==> src/rtl/fwd_hazard_ctrl.sv <==
// fwd_hazard_ctrl: EX-stage forwarding selects plus load-use/MDU stall control for a 5-stage pipeline.
// Optional statistics counters are enabled by defining FWD_STATS_EN.
// WB-stage producers are covered by register-file write-through, so only EX and MEM records are kept.
module fwd_hazard_ctrl #(
   parameter int REG_AW  = 5,
   parameter int MDU_LAT = 32,
   parameter int STAT_W  = 32
) (
   input  logic              clk,
   input  logic              reset,
   input  logic              id_valid,
   input  logic [REG_AW-1:0] id_rs,
   input  logic [REG_AW-1:0] id_rt,
   input  logic              id_use_rs,
   input  logic              id_use_rt,
   input  logic              id_regwrite,
   input  logic              id_memread,
   input  logic [REG_AW-1:0] id_dst,
   input  logic              id_mdu_start,
   input  logic              id_use_hilo,
   input  logic              flush,
   output logic              stall,
   output logic [1:0]        fwd_a_sel,
   output logic [1:0]        fwd_b_sel,
`ifdef FWD_STATS_EN
   output logic [STAT_W-1:0] stat_stall_cnt,
   output logic [STAT_W-1:0] stat_fwd_alu_cnt,
   output logic [STAT_W-1:0] stat_fwd_mem_cnt,
`endif
   output logic              mdu_busy
);
   localparam int CW = $clog2(MDU_LAT + 1);
   logic              ex_valid_q, ex_rw_q, ex_mr_q;
   logic [REG_AW-1:0] ex_dst_q;
   logic              mem_valid_q, mem_rw_q;
   logic [REG_AW-1:0] mem_dst_q;
   logic [1:0]        sel_a_q, sel_b_q, sel_a_d, sel_b_d;
   logic [CW-1:0]     cnt_q, cnt_d;
   logic              busy_q;
   logic              ex_a, ex_b, mem_a, mem_b, load_use, mdu_stall, advance, mdu_go;
   // Producer matches against the shadow EX/MEM records; register 0 is never forwarded
   always_comb begin
      ex_a      = id_use_rs && id_rs != '0 && ex_valid_q && ex_rw_q && ex_dst_q == id_rs;
      ex_b      = id_use_rt && id_rt != '0 && ex_valid_q && ex_rw_q && ex_dst_q == id_rt;
      mem_a     = id_use_rs && id_rs != '0 && mem_valid_q && mem_rw_q && mem_dst_q == id_rs;
      mem_b     = id_use_rt && id_rt != '0 && mem_valid_q && mem_rw_q && mem_dst_q == id_rt;
      load_use  = ex_mr_q && (ex_a || ex_b);
      mdu_stall = (id_use_hilo || id_mdu_start) && busy_q;
      stall     = id_valid && (load_use || mdu_stall);
      advance   = id_valid && !stall && !flush;
      mdu_go    = advance && id_mdu_start;
      sel_a_d   = !advance ? 2'b00 : (ex_a && !ex_mr_q) ? 2'b10 : mem_a ? 2'b01 : 2'b00;
      sel_b_d   = !advance ? 2'b00 : (ex_b && !ex_mr_q) ? 2'b10 : mem_b ? 2'b01 : 2'b00;
      cnt_d     = mdu_go ? CW'(MDU_LAT) : (cnt_q != '0) ? cnt_q - CW'(1) : '0;
   end
   // Shadow pipe advance, registered forwarding selects and MDU countdown
   always_ff @(posedge clk or posedge reset) begin
      if (reset) begin
         ex_valid_q  <= 1'b0;
         ex_rw_q     <= 1'b0;
         ex_mr_q     <= 1'b0;
         ex_dst_q    <= '0;
         mem_valid_q <= 1'b0;
         mem_rw_q    <= 1'b0;
         mem_dst_q   <= '0;
         sel_a_q     <= 2'b00;
         sel_b_q     <= 2'b00;
         cnt_q       <= '0;
         busy_q      <= 1'b0;
      end else begin
         mem_valid_q <= ex_valid_q;
         mem_rw_q    <= ex_rw_q;
         mem_dst_q   <= ex_dst_q;
         ex_valid_q  <= advance;
         ex_rw_q     <= advance && id_regwrite;
         ex_mr_q     <= advance && id_memread;
         ex_dst_q    <= advance ? id_dst : '0;
         sel_a_q     <= sel_a_d;
         sel_b_q     <= sel_b_d;
         cnt_q       <= cnt_d;
         busy_q      <= cnt_d != '0;
      end
   end
   assign fwd_a_sel = sel_a_q;
   assign fwd_b_sel = sel_b_q;
   assign mdu_busy  = busy_q;
`ifdef FWD_STATS_EN
   logic [STAT_W-1:0] stall_cnt_q, alu_cnt_q, mem_cnt_q;
   // Wrapping event counters: stall cycles and per-operand registered forward selects
   always_ff @(posedge clk or posedge reset) begin
      if (reset) begin
         stall_cnt_q <= '0;
         alu_cnt_q   <= '0;
         mem_cnt_q   <= '0;
      end else begin
         stall_cnt_q <= stall_cnt_q + STAT_W'(stall);
         alu_cnt_q   <= alu_cnt_q + STAT_W'(sel_a_q == 2'b10) + STAT_W'(sel_b_q == 2'b10);
         mem_cnt_q   <= mem_cnt_q + STAT_W'(sel_a_q == 2'b01) + STAT_W'(sel_b_q == 2'b01);
      end
   end
   assign stat_stall_cnt   = stall_cnt_q;
   assign stat_fwd_alu_cnt = alu_cnt_q;
   assign stat_fwd_mem_cnt = mem_cnt_q;
`endif
endmodule

==> config.mk <==
export PLATFORM = sky130hd
export DESIGN_NAME = fwd_hazard_ctrl
export DESIGN_NICKNAME = d
export VERILOG_FILES = /design/src/rtl/fwd_hazard_ctrl.sv
export SDC_FILE = /design/constraint.sdc
export NUM_CORES = 1
export LEC_CHECK = 0
export BUFFER_PORTS_ARGS = -buffer_cell sky130_fd_sc_hd__buf_2
export CORE_ASPECT_RATIO = 0.9
export CORE_MARGIN = 1.5
export CORE_UTILIZATION = 51
export CTS_CLUSTER_DIAMETER = 150
export DETAILED_ROUTE_END_ITERATION = 8
export PLACE_DENSITY = 0.77
export SYNTH_ARGS = -nofsm -noshare
export SYNTH_HDL_FRONTEND = slang
export SYNTH_SLANG_ARGS = --single-unit
==> constraint.sdc <==
create_clock -name clk -period 2.1 [get_ports clk]
set_input_delay 0.42 -clock clk [delete_from_list [all_inputs] [get_ports clk]]
set_output_delay 0.42 -clock clk [all_outputs]
set_load 0.05 [all_outputs]
==> impl_metrics.csv, run 1 <==
group,metric,value,unit
cells_and_area,n_antenna_cell,0,
cts,path_clk_slew,0.14,ns
timing,timing.slew.headroom,75.4,%
placed_design,dp_slack,-0.156,ns
grt,overflow,0,
synthesis,ys_types,29,
worst_setup_path,crit_top_cell,"o21ai_2",
synthesis,synth_top_area_cell,"dfrtp_1",
die,die_h,49.9,microns
placed_design,portBuffers,30,
cts,post_cts_buffers,0,
cts,htreeDepth,1,
timing,worstMarginPinSlew,0.360,ns
cts,cts_buffers,3,
placed_design,gp_congestion,0.870,
die,num_io_pins,31,
timing,period_share,106,%
timing,fin_skew,0.00232,ns
timing,rsz0062_at_grt,"true",
cts,cts_buffer_depth,2,
cells_and_area,nets,188,
timing,finalWorstSetupSlack,-0.129,ns
synthesis,synthArstFlopShare,100,%
timing,fin_setup_tns,-0.129,ns
worst_hold_path,hold_class,"in2async",
worst_setup_path,slowest_delay,0.53,ns
placed_design,dp_cells,183,
synthesis,synthFlopType,"dfrtp_1",
die,dieArea,0.00275,sq mm
cells_and_area,post-route-util,72.5,%
synthesis,synth_seq_area_share,52.1,%
worst_setup_path,crit_path_start_kind,"input pin",
outcome,status,"finished with violations",
worst_setup_path,crit_slowest_cell,"or4_1",
synthesis,synth_area,0.00125,sq mm
placed_design,dp_hpwl,2200,microns
worst_setup_path,critPathRequiredTime,1.68,ns
worst_setup_path,cp-end-kind,"output port",
synthesis,syn_avg_cell_area,11.1,sq um
worst_setup_path,crit_buf_inv,2,
cts,cts_tree,"yes",
drt,wire_per_inst,14.5,microns
drt,vias,1007,
timing,hold_viol,0,
timing,max_freq,0.449,GHz
grt,first_global_vias,1010,
synthesis,synth_area_leaders,"dfrtp_1 (52%), xnor2_1 (9.1%), xor2_1 (7.0%), and3_1 (4.0%), nand2_1 (2.1%)",
synthesis,yosys-top-cells-count,"dfrtp_1 (26), xnor2_1 (13), xor2_1 (10)",
cells_and_area,area_growth,30.2,%
grt,grt_pass1_wl,4620,microns
die,rows,16,
synthesis,synth-warning-count,0,
synthesis,synthCells,112,
worst_setup_path,cp_top_family,"simple AND/OR/NAND/NOR gates",
cts,cts_hold_buf,0,
cts,clockRootBuffer,"clkbuf_4",
drt,wl,2710,microns
worst_setup_path,path_cells,"buf_2, or4_1, o21ai_2, nor4_4, o21ai_2, a21boi_4, buf_6",
worst_setup_path,reg2reg_depth,6,
worst_setup_path,crit_type,"in2out",
drt,ant_nets,0,
drt,drtIter0Drc,12,
grt,grt_start_max_net_pins,27,
timing,maxSlewViolCount,0,
drt,drt_first_pass_iters,4,
synthesis,yosysMostFrequentCell,"dfrtp_1",
timing,min_period,2.23,ns
grt,track_usage,23.6,%
grt,antenna_found_initial,0,
power_and_ir_drop,powerDensity,858,mW/mm^2
synthesis,ys_seq_elements,26,
worst_setup_path,cp_num_cells,7,
run,maxCapViolCount,0,
cells_and_area,drive_gt1_share,34.4,%
power_and_ir_drop,p_leak,0.000824,uW
synthesis,synth_edf_count,0,
timing,worst_hold_slack,0.116,ns
synthesis,synth_top_area_share,52.1,%
cts,clk_latency,0.32,ns
timing,setup_viol,1,
die,die_w,55.2,microns
drt,route.detailed.drc,0,
drt,routed_via_density,5.39,
cells_and_area,instances_no_fill,187,
cts,cts_sinks,26,
die,core,0.00224,sq mm
synthesis,synth_nets,139,
outcome,violations,"negative setup slack",
worst_setup_path,crit_path_max_fanout,3,
worst_setup_path,cp.arrival,1.81,ns
die,start_util,55.7,%
power_and_ir_drop,peakVddDrop,767,uV
-- kinds of logic after synthesis --
logic type / Yosys count / synth area share (%)
adder cells (fa/ha/maj): 2 / 2.00
XOR/XNOR: 23 / 16.1
AO/OA/AOI/OAI: 17 / 9.32
buffers and inverters: 4 / 1.50
flip-flops: 26 / 52.1
AND/OR/NAND/NOR: 40 / 18.9
-- stage by stage --
stage | instance area [sq um] | total power [uW]
after floorplan | 1260 | 914
after global placement | 1550 | 1020
after detailed placement | 1550 | 1050
after CTS | 1610 | 1390
after global routing | 1630 | 1480
final | 1630 | 1390
-- flip-flops by register name, summed over array words and instances (netlist names) --
name and cells:
cnt_q 6, mdu_busy 1, mem_dst_q 5, ex_valid_q 1
mem_rw_q 1, fwd_b_sel 2, ex_rw_q 1, fwd_a_sel 2
ex_dst_q 5, mem_valid_q 1, ex_mr_q 1
-- worst min-delay path: stages --
cell and delay (ns):
buf_2 0.09, inv_1 0.04, buf_4 0.30
-- timing repair --
item                       4_1_cts  5_1_grt
pin swaps                        6        0
setup endpoints to repair        1        1
resized for setup                2        2
gates cloned                     0        0
-- routing by layer --
| layer | vias up | global-route usage [%] | wire length [microns] |
|---|---|---|---|
| met4 | 0 | 4.88 | 23 |
| met1 | 483 | 32.7 | 1260 |
| met3 | 2 | 7.88 | 128 |
| li1 | 490 | - | - |
| met2 | 32 | 35.9 | 1300 |
| met5 | - | 0 | 0 |
-- report_power, final --
group,internal (uW),total [uW],switching (uW)
sequential,579,644,65.4
clock,193,343,150
combinational,181,407,226
total,953,1390,441
-- final timing paths --
| check | start | endpoint | slack, ns |
|---|---|---|---|
| max reg2reg | ex_dst_q[0] | mdu_busy | 0.51 |
| min | reset | fwd_b_sel[1] | 0.12 |
| max in group asynchronous | reset | ex_mr_q | 1.74 |
| max | id_rs[2] | stall | -0.13 |
| min in group clk | id_dst[2] | ex_dst_q[2] | 0.31 |
| min reg2reg | ex_valid_q | mem_valid_q | 0.40 |
-- cell usage in the layout, fill, tap and decap left out, drive strengths merged, types with 2 or more instances in the layout --
cell | synthesis | routed
nand4 | 4 | 4
nand3 | 2 | 2
nor4 | 2 | 2
xnor2 | 13 | 13
dfrtp | 26 | 26
a2111oi | 2 | 2
nand2 | 7 | 7
xor2 | 10 | 10
o21ai | 6 | 6
nor2 | 4 | 4
or4 | 2 | 2
nor3 | 4 | 4
buf | 1 | 45
a21oi | 5 | 5
clkbuf | 0 | 3
ha | 2 | 2
inv | 3 | 3
nor3b | 2 | 2
and3 | 8 | 8
-- area by class of cell --
class                      instances  area [sq um]
clock buffer                       3          22.5
sequential                        26           651
fill                             170           617
multi-input combinational         82           608
inverter                           3          11.3
clock inverter                     1          30.0
timing repair buffer              45           269
tap                               27          33.8
Power figures use the tool's default switching activity.
==> inputs of run 2 (changes only) <==
Settings changed: CORE_MARGIN 1.5 to 8, SETUP_SLACK_MARGIN from default to 0.5.
==> run 2 against run 1 <==
- the flow still finishes with violations (negative setup slack)
- count of clock-buffer cells in the layout unchanged
- non-clock buffer count grew 9
- wire length up 14%
- total power increased by 1.4%
- critical endpoint unchanged
- highest routed layer unchanged
==> impl_metrics.csv, run 2 (same netlist as run 1, synthesis figures left out) <==
group,metric,value,unit
outcome,status,"finished with violations",
outcome,violations,"negative setup slack",
power_and_ir_drop,peakVddDrop,941,uV
power_and_ir_drop,switchingPower,440,uW
die,core,0.00238,sq mm
placed_design,portBuffers,30,
cts,clk_latency,0.32,ns
drt,routed_via_density,5.32,
worst_setup_path,critPathRequiredTime,1.68,ns
cells_and_area,n_antenna_cell,0,
timing,timing.slew.headroom,71.3,%
worst_setup_path,crit_path_start_kind,"flip-flop",
grt,overflow,0,
timing,setup_viol,1,
worst_setup_path,cp-end-kind,"output port",
timing,period_share,107,%
die,num_io_pins,31,
grt,track_usage,14.1,%
drt,drtIter0Drc,35,
timing,min_period,2.25,ns
cells_and_area,area_growth,42.5,%
run,maxCapViolCount,0,
cts,cts_buffer_depth,2,
worst_setup_path,cp_top_family,"flip-flops",
cells_and_area,final_cell_mix,"buf_2 (27), dfrtp_1 (25), buf_4 (22)",
worst_setup_path,reg2reg_depth,7,
die,die_h,62.9,microns
power_and_ir_drop,power_frac_seq,45.8,%
power_and_ir_drop,intPower,974,uW
grt,grt_pass1_wl,4810,microns
drt,wire_per_inst,15.6,microns
timing,fin_skew,0.00926,ns
power_and_ir_drop,p_clk_share,23.7,%
cts,cts_sinks,26,
cts,cts_tree,"yes",
die,die_w,68.2,microns
timing,rsz0062_at_grt,"true",
cts,htreeDepth,1,
timing,maxSlewViolCount,0,
drt,wl,3080,microns
placed_design,gp_congestion,0.867,
timing,hold_viol,0,
worst_setup_path,crit_slowest_cell,"dfrtp_1",
cells_and_area,largest_reg_flops,6,
cts,cts_buffers,3,
die,rows,17,
grt,grt_start_max_net_pins,27,
worst_setup_path,crit_type,"reg2out",
timing,worst_hold_slack,0.118,ns
drt,route.detailed.drc,0,
drt,drt_first_pass_iters,4,
worst_setup_path,cp_num_cells,6,
cts,clockRootBuffer,"clkbuf_4",
timing,max_freq,0.444,GHz
worst_setup_path,slowest_delay,0.46,ns
placed_design,dp_cells,186,
power_and_ir_drop,powerDensity,795,mW/mm^2
worst_setup_path,crit_buf_inv,1,
cells_and_area,nets,197,
worst_setup_path,crit_path_max_fanout,3,
worst_setup_path,path_cells,"xnor2_2, nand4_1, nor4_4, o21ai_2, a21boi_4, buf_6",
cells_and_area,top_regs,"cnt_q x6, ex_dst_q x5, mem_dst_q x5",
drt,vias,1049,
timing,finalWorstSetupSlack,-0.151,ns
power_and_ir_drop,p_leak,0.000895,uW
die,dieArea,0.00429,sq mm
worst_setup_path,cp.arrival,1.83,ns
cells_and_area,regMostFlops,"cnt_q",
drt,ant_nets,0,
power_and_ir_drop,power,1410,uW
cells_and_area,instances_no_fill,197,
placed_design,dp_hpwl,2300,microns
cells_and_area,drive_gt1_share,42.6,%
grt,antenna_found_initial,0,
die,start_util,52.4,%
timing,worstMarginPinSlew,0.420,ns
power_and_ir_drop,swShare,31.1,%
cells_and_area,final_common_cell,"buf_2",
cts,path_clk_slew,0.14,ns
grt,first_global_vias,1114,
worst_hold_path,hold_class,"in2async",
power_and_ir_drop,pwr-share-comb,30.5,%
## run 2: cell types whose count changed in the layout (fill, tap and decap cells not counted), sizes merged
| cell | change |
|---|---|
| buf | +8 |
| clkbuf | +1 |
## run 2: final timing paths
check / from / end / slack (ns)
min in group clk: id_dst[4] / ex_dst_q[4] / 0.32
worst min-delay path: reset / mem_dst_q[1] / 0.12
worst min register to register: ex_valid_q / mem_valid_q / 0.40
worst max register to register: ex_dst_q[0] / ex_dst_q[1] / 0.38
worst max-delay path: ex_dst_q[0] / stall / -0.15
max in group asynchronous: reset / mdu_busy / 1.71
## run 2: final cells by class
type / count / area [sq um]
Multi-Input combinational cell: 82 / 654
Sequential cell: 26 / 652
Fill cell: 162 / 603
Timing Repair Buffer: 54 / 374
Tap cell: 28 / 35.0
Clock inverter: 1 / 30.0
Clock buffer: 3 / 22.5
Inverter: 3 / 11.3
## run 2: repair_timing
| item | in CTS | in global routing |
|---|---|---|
| gates resized for setup | 4 | 6 |
| cloned | 0 | 1 |
| buffers inserted | 3 | 3 |
| hold buffers | 0 | 0 |
| pin swaps | 2 | 0 |
| setup endpoints to repair | 17 | 19 |
## run 2: stage by stage
| step | area (sq um) | worst slack (ns) | util [%] | TNS [ns] |
|---|---|---|---|---|
| 3_3_place_gp | 1610 | -0.138 | 67.6 | -0.138 |
| 6_report | 1780 | -0.151 | 74.7 | -0.151 |
| 2_1_floorplan | 1310 | 0.0697 | - | 0 |
| 4_1_cts | 1700 | -0.125 | 71.5 | -0.125 |
| 3_5_place_dp | 1610 | -0.159 | 67.6 | -0.184 |
| 5_1_grt | 1780 | -0.265 | 74.7 | -0.265 |
## run 2: tightest hold or removal path, cell delays in order
cell and delay (ns):
buf_2 0.09, inv_1 0.04, buf_4 0.30
## run 2: per-layer routing
metal	routed length (microns)	vias to the layer above	track usage (%)	share of wire, %
met3	193	2	3.58	6.3
met2	1590	28	24.0	52
met5	0	-	0	0
met1	1280	505	16.7	41
met4	21	0	4.09	0.68
li1	-	514	-	-
## run 2: power groups by stage
stage | registers (uW) | clock network, uW | logic [uW]
floorplan | 655 | 0 | 267
global placement | 650 | 0 | 378
detailed placement | 655 | 0 | 392
CTS | 645 | 338 | 411
global route | 657 | 358 | 474
finish | 647 | 335 | 432
